**src/rtl/fifo_reader.sv**
```systemverilog
// Purpose : assembles 32-bit words from four byte reads of an 8-entry FIFO, little-endian (first byte in [7:0]).
// Latency : one READ + one CHECK cycle per byte; word_valid rises the cycle after the fourth byte is captured.
// Backpressure: word_valid/word_word_ready handshake holds the word and stalls all FIFO reads until accepted.
//
// Ports: clk, rst (async, active-high); enable gates new read requests; fifo_ren/fifo_dout/fifo_error
//        form the FIFO read port (response one cycle after fifo_ren, error=1 means empty);
//        word_out/word_valid/word_ready is the output handshake; err_cnt counts empty reads (saturating).
// Optional: define FIFO_READER_CHECKSUM_EN to add word_csum (XOR of the four bytes of word_out).
module fifo_reader #(
    parameter int BACKOFF_CYCLES = 4   // idle cycles after an empty read, 1..15
) (
    input  logic        clk,
    input  logic        rst,
    input  logic        enable,
    output logic        fifo_ren,
    input  logic [7:0]  fifo_dout,
    input  logic        fifo_error,
    output logic [31:0] word_out,
    output logic        word_valid,
    input  logic        word_ready,
    output logic [7:0]  err_cnt
`ifdef FIFO_READER_CHECKSUM_EN
    ,
    output logic [7:0]  word_csum
`endif
);

    typedef enum logic [2:0] {
        IDLE    = 3'd0,
        READ    = 3'd1,
        CHECK   = 3'd2,
        BACKOFF = 3'd3,
        OUT     = 3'd4
    } state_t;

    localparam logic [3:0] BO_LOAD = 4'(BACKOFF_CYCLES);

    state_t     state;
    state_t     state_nxt;
    logic [1:0] idx;
    logic [3:0] bo_cnt;

    always_ff @(posedge clk or posedge rst) begin
        if (rst) begin
            state <= IDLE;
        end else begin
            state <= state_nxt;
        end
    end

    // fifo_ren and word_valid decode straight from the state register, so
    // reset clears them at once without waiting for a clock edge.
    always_comb begin
        state_nxt  = state;
        fifo_ren   = 1'b0;
        word_valid = 1'b0;
        case (state)
            IDLE: begin
                if (enable) state_nxt = READ;
            end
            READ: begin
                fifo_ren  = 1'b1;
                state_nxt = CHECK;
            end
            CHECK: begin
                // The read in flight always completes; enable only decides
                // whether another one follows.
                if (fifo_error)      state_nxt = BACKOFF;
                else if (idx == 2'd3) state_nxt = OUT;
                else if (enable)     state_nxt = READ;
                else                 state_nxt = IDLE;
            end
            BACKOFF: begin
                // Counter is loaded with BACKOFF_CYCLES on entry, so leaving when
                // it is about to reach zero gives exactly BACKOFF_CYCLES idle cycles.
                if (bo_cnt <= 4'd1) state_nxt = enable ? READ : IDLE;
            end
            OUT: begin
                word_valid = 1'b1;
                // Going straight to READ on acceptance keeps the best case at
                // one word per 9 cycles; with enable low we rest in IDLE.
                if (word_ready) state_nxt = enable ? READ : IDLE;
            end
            default: state_nxt = IDLE;
        endcase
    end

    // Datapath: FIFO response is looked at only in CHECK.
    always_ff @(posedge clk or posedge rst) begin
        if (rst) begin
            idx      <= 2'd0;
            bo_cnt   <= 4'd0;
            word_out <= 32'd0;
            err_cnt  <= 8'd0;
        end else begin
            case (state)
                CHECK: begin
                    if (fifo_error) begin
                        bo_cnt <= BO_LOAD;
                        if (err_cnt != 8'hFF) err_cnt <= err_cnt + 8'd1;
                    end else begin
                        word_out[{idx, 3'b000} +: 8] <= fifo_dout;
                        idx <= idx + 2'd1;   // wraps to 0 after the fourth byte
                    end
                end
                BACKOFF: begin
                    if (bo_cnt != 4'd0) bo_cnt <= bo_cnt - 4'd1;
                end
                default: ;
            endcase
        end
    end

`ifdef FIFO_READER_CHECKSUM_EN
    // Running XOR restarted at byte 0; since every byte lane of word_out is
    // rewritten per word, the final value is the XOR of the completed word.
    always_ff @(posedge clk or posedge rst) begin
        if (rst) begin
            word_csum <= 8'd0;
        end else if (state == CHECK && !fifo_error) begin
            word_csum <= (idx == 2'd0) ? fifo_dout : (word_csum ^ fifo_dout);
        end
    end
`endif

endmodule

```
**config.mk**
```make
export PLATFORM = sky130hd
export DESIGN_NAME = fifo_reader
export DESIGN_NICKNAME = d
export VERILOG_FILES = /design/src/rtl/fifo_reader.sv
export SDC_FILE = /design/constraint.sdc
export NUM_CORES = 1
export LEC_CHECK = 0
export ABC_AREA = 1
export BUFFER_PORTS_ARGS = -buffer_cell sky130_fd_sc_hd__clkbuf_2
export CORE_MARGIN = 2
export CORE_UTILIZATION = 45
export CTS_CLUSTER_SIZE = 10
export DETAILED_ROUTE_END_ITERATION = 6
export PLACE_DENSITY = 0.68
export REMOVE_ABC_BUFFERS = 1
export SYNTH_ARGS = -nofsm -noshare
export SYNTH_HDL_FRONTEND = slang
export SYNTH_SLANG_ARGS = --single-unit
```
**constraint.sdc**
```tcl
create_clock -name clk -period 2.2 [get_ports clk]
set_input_delay 0.44 -clock clk [delete_from_list [all_inputs] [get_ports clk]]
set_output_delay 0.44 -clock clk [all_outputs]
set_load 0.1 [all_outputs]
```
==> impl_results.md <==
- # hold bufs at CTS: 0
- Min Hold Slack: 0.104 ns
- Met2 usage: 0.317
- Measured slew at the worst slew-check pin: 0.557 ns
- CP startpoint kind: flop
- Count of input and output buffers: 54
- Crit path kind: flop to output port
- Post-layout util: 0.537
- Clk buf depth: 2
- Via/cell ratio: 4.79
- Multi-input logic area: 1230 sq um
- Mapped Cells: 343
- Status: completed
- GR peak layer: met2
- Syn avg cell area: 7.78 sq um
- Core area: 5820 sq um
- CTS tree: yes
- RSZ-0062 raised after global routing: false
- Critical Path AT: 1.57 ns
- Unique masters post-synth: 24
- Final setup viols: 0
- Final hold vios: 0
- Pin count of the biggest net entering global routing: 22
- Max FO, Critical Path: 5
- Met1 Usage GRT: 0.258
- Clk Latency, worst-skew pair: 0.30 ns
- DP Worst Slack: 0.468 ns
- Root Driver: clkbuf_8
- Ys Warns: 0
- GP Congestion: 0.817
- Post-Route WL: 5.63 mm
- GR Layer Usage met3: 0.0400
- Post CTS Setup Buffer Count: 0
- Chip Width: 81.0 microns
- Routed wire per std cell: 11.8 microns
- Vias in the first global route: 2195
- Initial DRC Count: 47
- Post-Place Cell Area: 3000 sq um
- Max-cap violation count: 0
- Post-DP HPWL: 4.35 mm
- Hold Path Class: primary input to asynchronous set/reset pin
- Drt pass-1 iters: 4
- Rows: 28
- Gr ovfl total: 0
- Share of cells above drive strength 1: 0.244
- Filler instances: 599
- Post-DRT Antenna Nets: 0
- Ports: 55
- Initial antenna violation count: 0
- Die area: 6560 sq um
- Mapped cell area: 2670 sq um
- Tot GR Track Use: 0.191
- Synthesis-to-layout area growth: 17.0%
- Fmax: 498 MHz
- Via count: 2284
- Starting Density: 0.459
- Reg clk slew, reported paths: 0.09 ns
- CP required: 1.76 ns
- Rel. slew slack: 0.630
- Post-CTS sizing: 0
- Die Ht: 81.0 microns
- DR DRC count: 0
- Final min period: 2.01 ns
- Final period util: 0.913
- Nets: 424
- Post-synthesis sequential area ratio: 0.460
- Slew Limit Fails: 0
- Register area: 1230 sq um
- Sink Count: 49
- H-tree lvl count: 2
- CP Capture Type: output port
- Global-route wire length before repair: 9.76 mm
- Synth Register Bits: 49
- CTS Buf Count: 5
- Setup WS post-layout: 0.192 ns
- Clock skew: 0.00956 ns
- Diodes inserted: 0
- Finished Cell Area: 3120 sq um
==> kinds of logic after synthesis <==
group,share of synthesized area
AOI/OAI and AO/OA,0.0985
xor gates and xnor gates,0.0131
adders and majority gates,0.0469
buffers and inverters,0.0793
DFF,0.460
and+or+nand+nor,0.303
==> state kept, by name, indices dropped and copies added, names as in the netlist <==
| register | flops |
|---|---|
| bo_cnt | 4 |
| err_cnt | 8 |
| idx | 2 |
| state | 3 |
| word_out | 32 |
==> routing by layer <==
layer / share of wire / vias up
met4: 0.0085 / 0
met5: 0 / -
met3: 0.043 / 5
met1: 0.48 / 1048
li1: - / 1187
met2: 0.47 / 44
==> Yosys cell counts <==
master    instances  area share
or2_2             1      0.0023
nand2_1         134        0.19
o21ai_1           7       0.013
clkbuf_1          1      0.0014
buf_2             1      0.0019
xor2_1            2      0.0066
o211ai_1          1      0.0028
dfrtp_1          49        0.46
nand3b_1          2      0.0056
o21ai_2          16       0.053
nor2_1           12       0.017
nor3_1           18       0.034
nand3_1          11       0.021
a21oi_1           1      0.0019
nand4_1           2      0.0047
ha_1             10       0.047
xnor2_1           2      0.0066
nor2_4            1      0.0042
o21ai_0          15       0.028
buf_6             4       0.017
nor2_2            4      0.0094
nand2_2           7       0.016
inv_2             3      0.0042
inv_1            39       0.055
==> placed cells by master (no fill, tap or decap) <==
cell type	netlist	final
a21oi_1	1	1
buf_4	0	3
bufinv_16	0	1
clkbuf_2	0	54
clkbuf_8	0	6
clkinvlp_4	0	1
dfrtp_1	49	49
ha_1	10	10
inv_1	39	38
inv_2	3	4
nand2_1	134	134
nand2_2	7	7
nand3_1	11	11
nand3b_1	2	2
nand4_1	2	2
nor2_1	12	12
nor2_2	4	4
nor2_4	1	1
nor3_1	18	18
o211ai_1	1	1
o21ai_0	15	15
o21ai_1	7	7
o21ai_2	16	16
or2_2	1	1
xnor2_1	2	2
xor2_1	2	2
==> path summary, 6_finish.rpt <==
| check | from | end | slack (ns) | cells past startpoint |
|---|---|---|---|---|
| min in group clk | word_ready | state[2] | 0.34 | 2 |
| worst min-delay path | rst | err_cnt[7] | 0.10 | 2 |
| worst min register to register | word_out[3] | word_out[3] | 0.49 | 2 |
| max in group asynchronous | rst | bo_cnt[1] | 1.51 | 3 |
| worst max-delay path | state[0] | fifo_ren | 0.19 | 3 |
| worst max register to register | idx[0] | word_out[9] | 0.47 | 7 |
==> critical path: stages, from the launching register on <==
cell and delay, ns:
dfrtp_1 0.43, inv_1 0.13, nor3_1 0.22, clkbuf_2 0.50
==> through the flow <==
stage          instances  setup TNS (ns)
2_1_floorplan        337           -1.50
4_1_cts              477               0
3_5_place_dp         469               0
3_3_place_gp         469               0
6_report             477               0
5_1_grt              477               0
==> layout make-up <==
class,instances,area share
inverters,42,0.0505
clock buffers,6,0.0265
flip-flops and latches,49,0.393
clock inverters,2,0.0120
repair buffers,57,0.0938
multi-input cells,246,0.394
well taps,75,0.0301
Power is not shown: default switching activity piles up to over one toggle a cycle in this logic, so the estimate is an artifact.
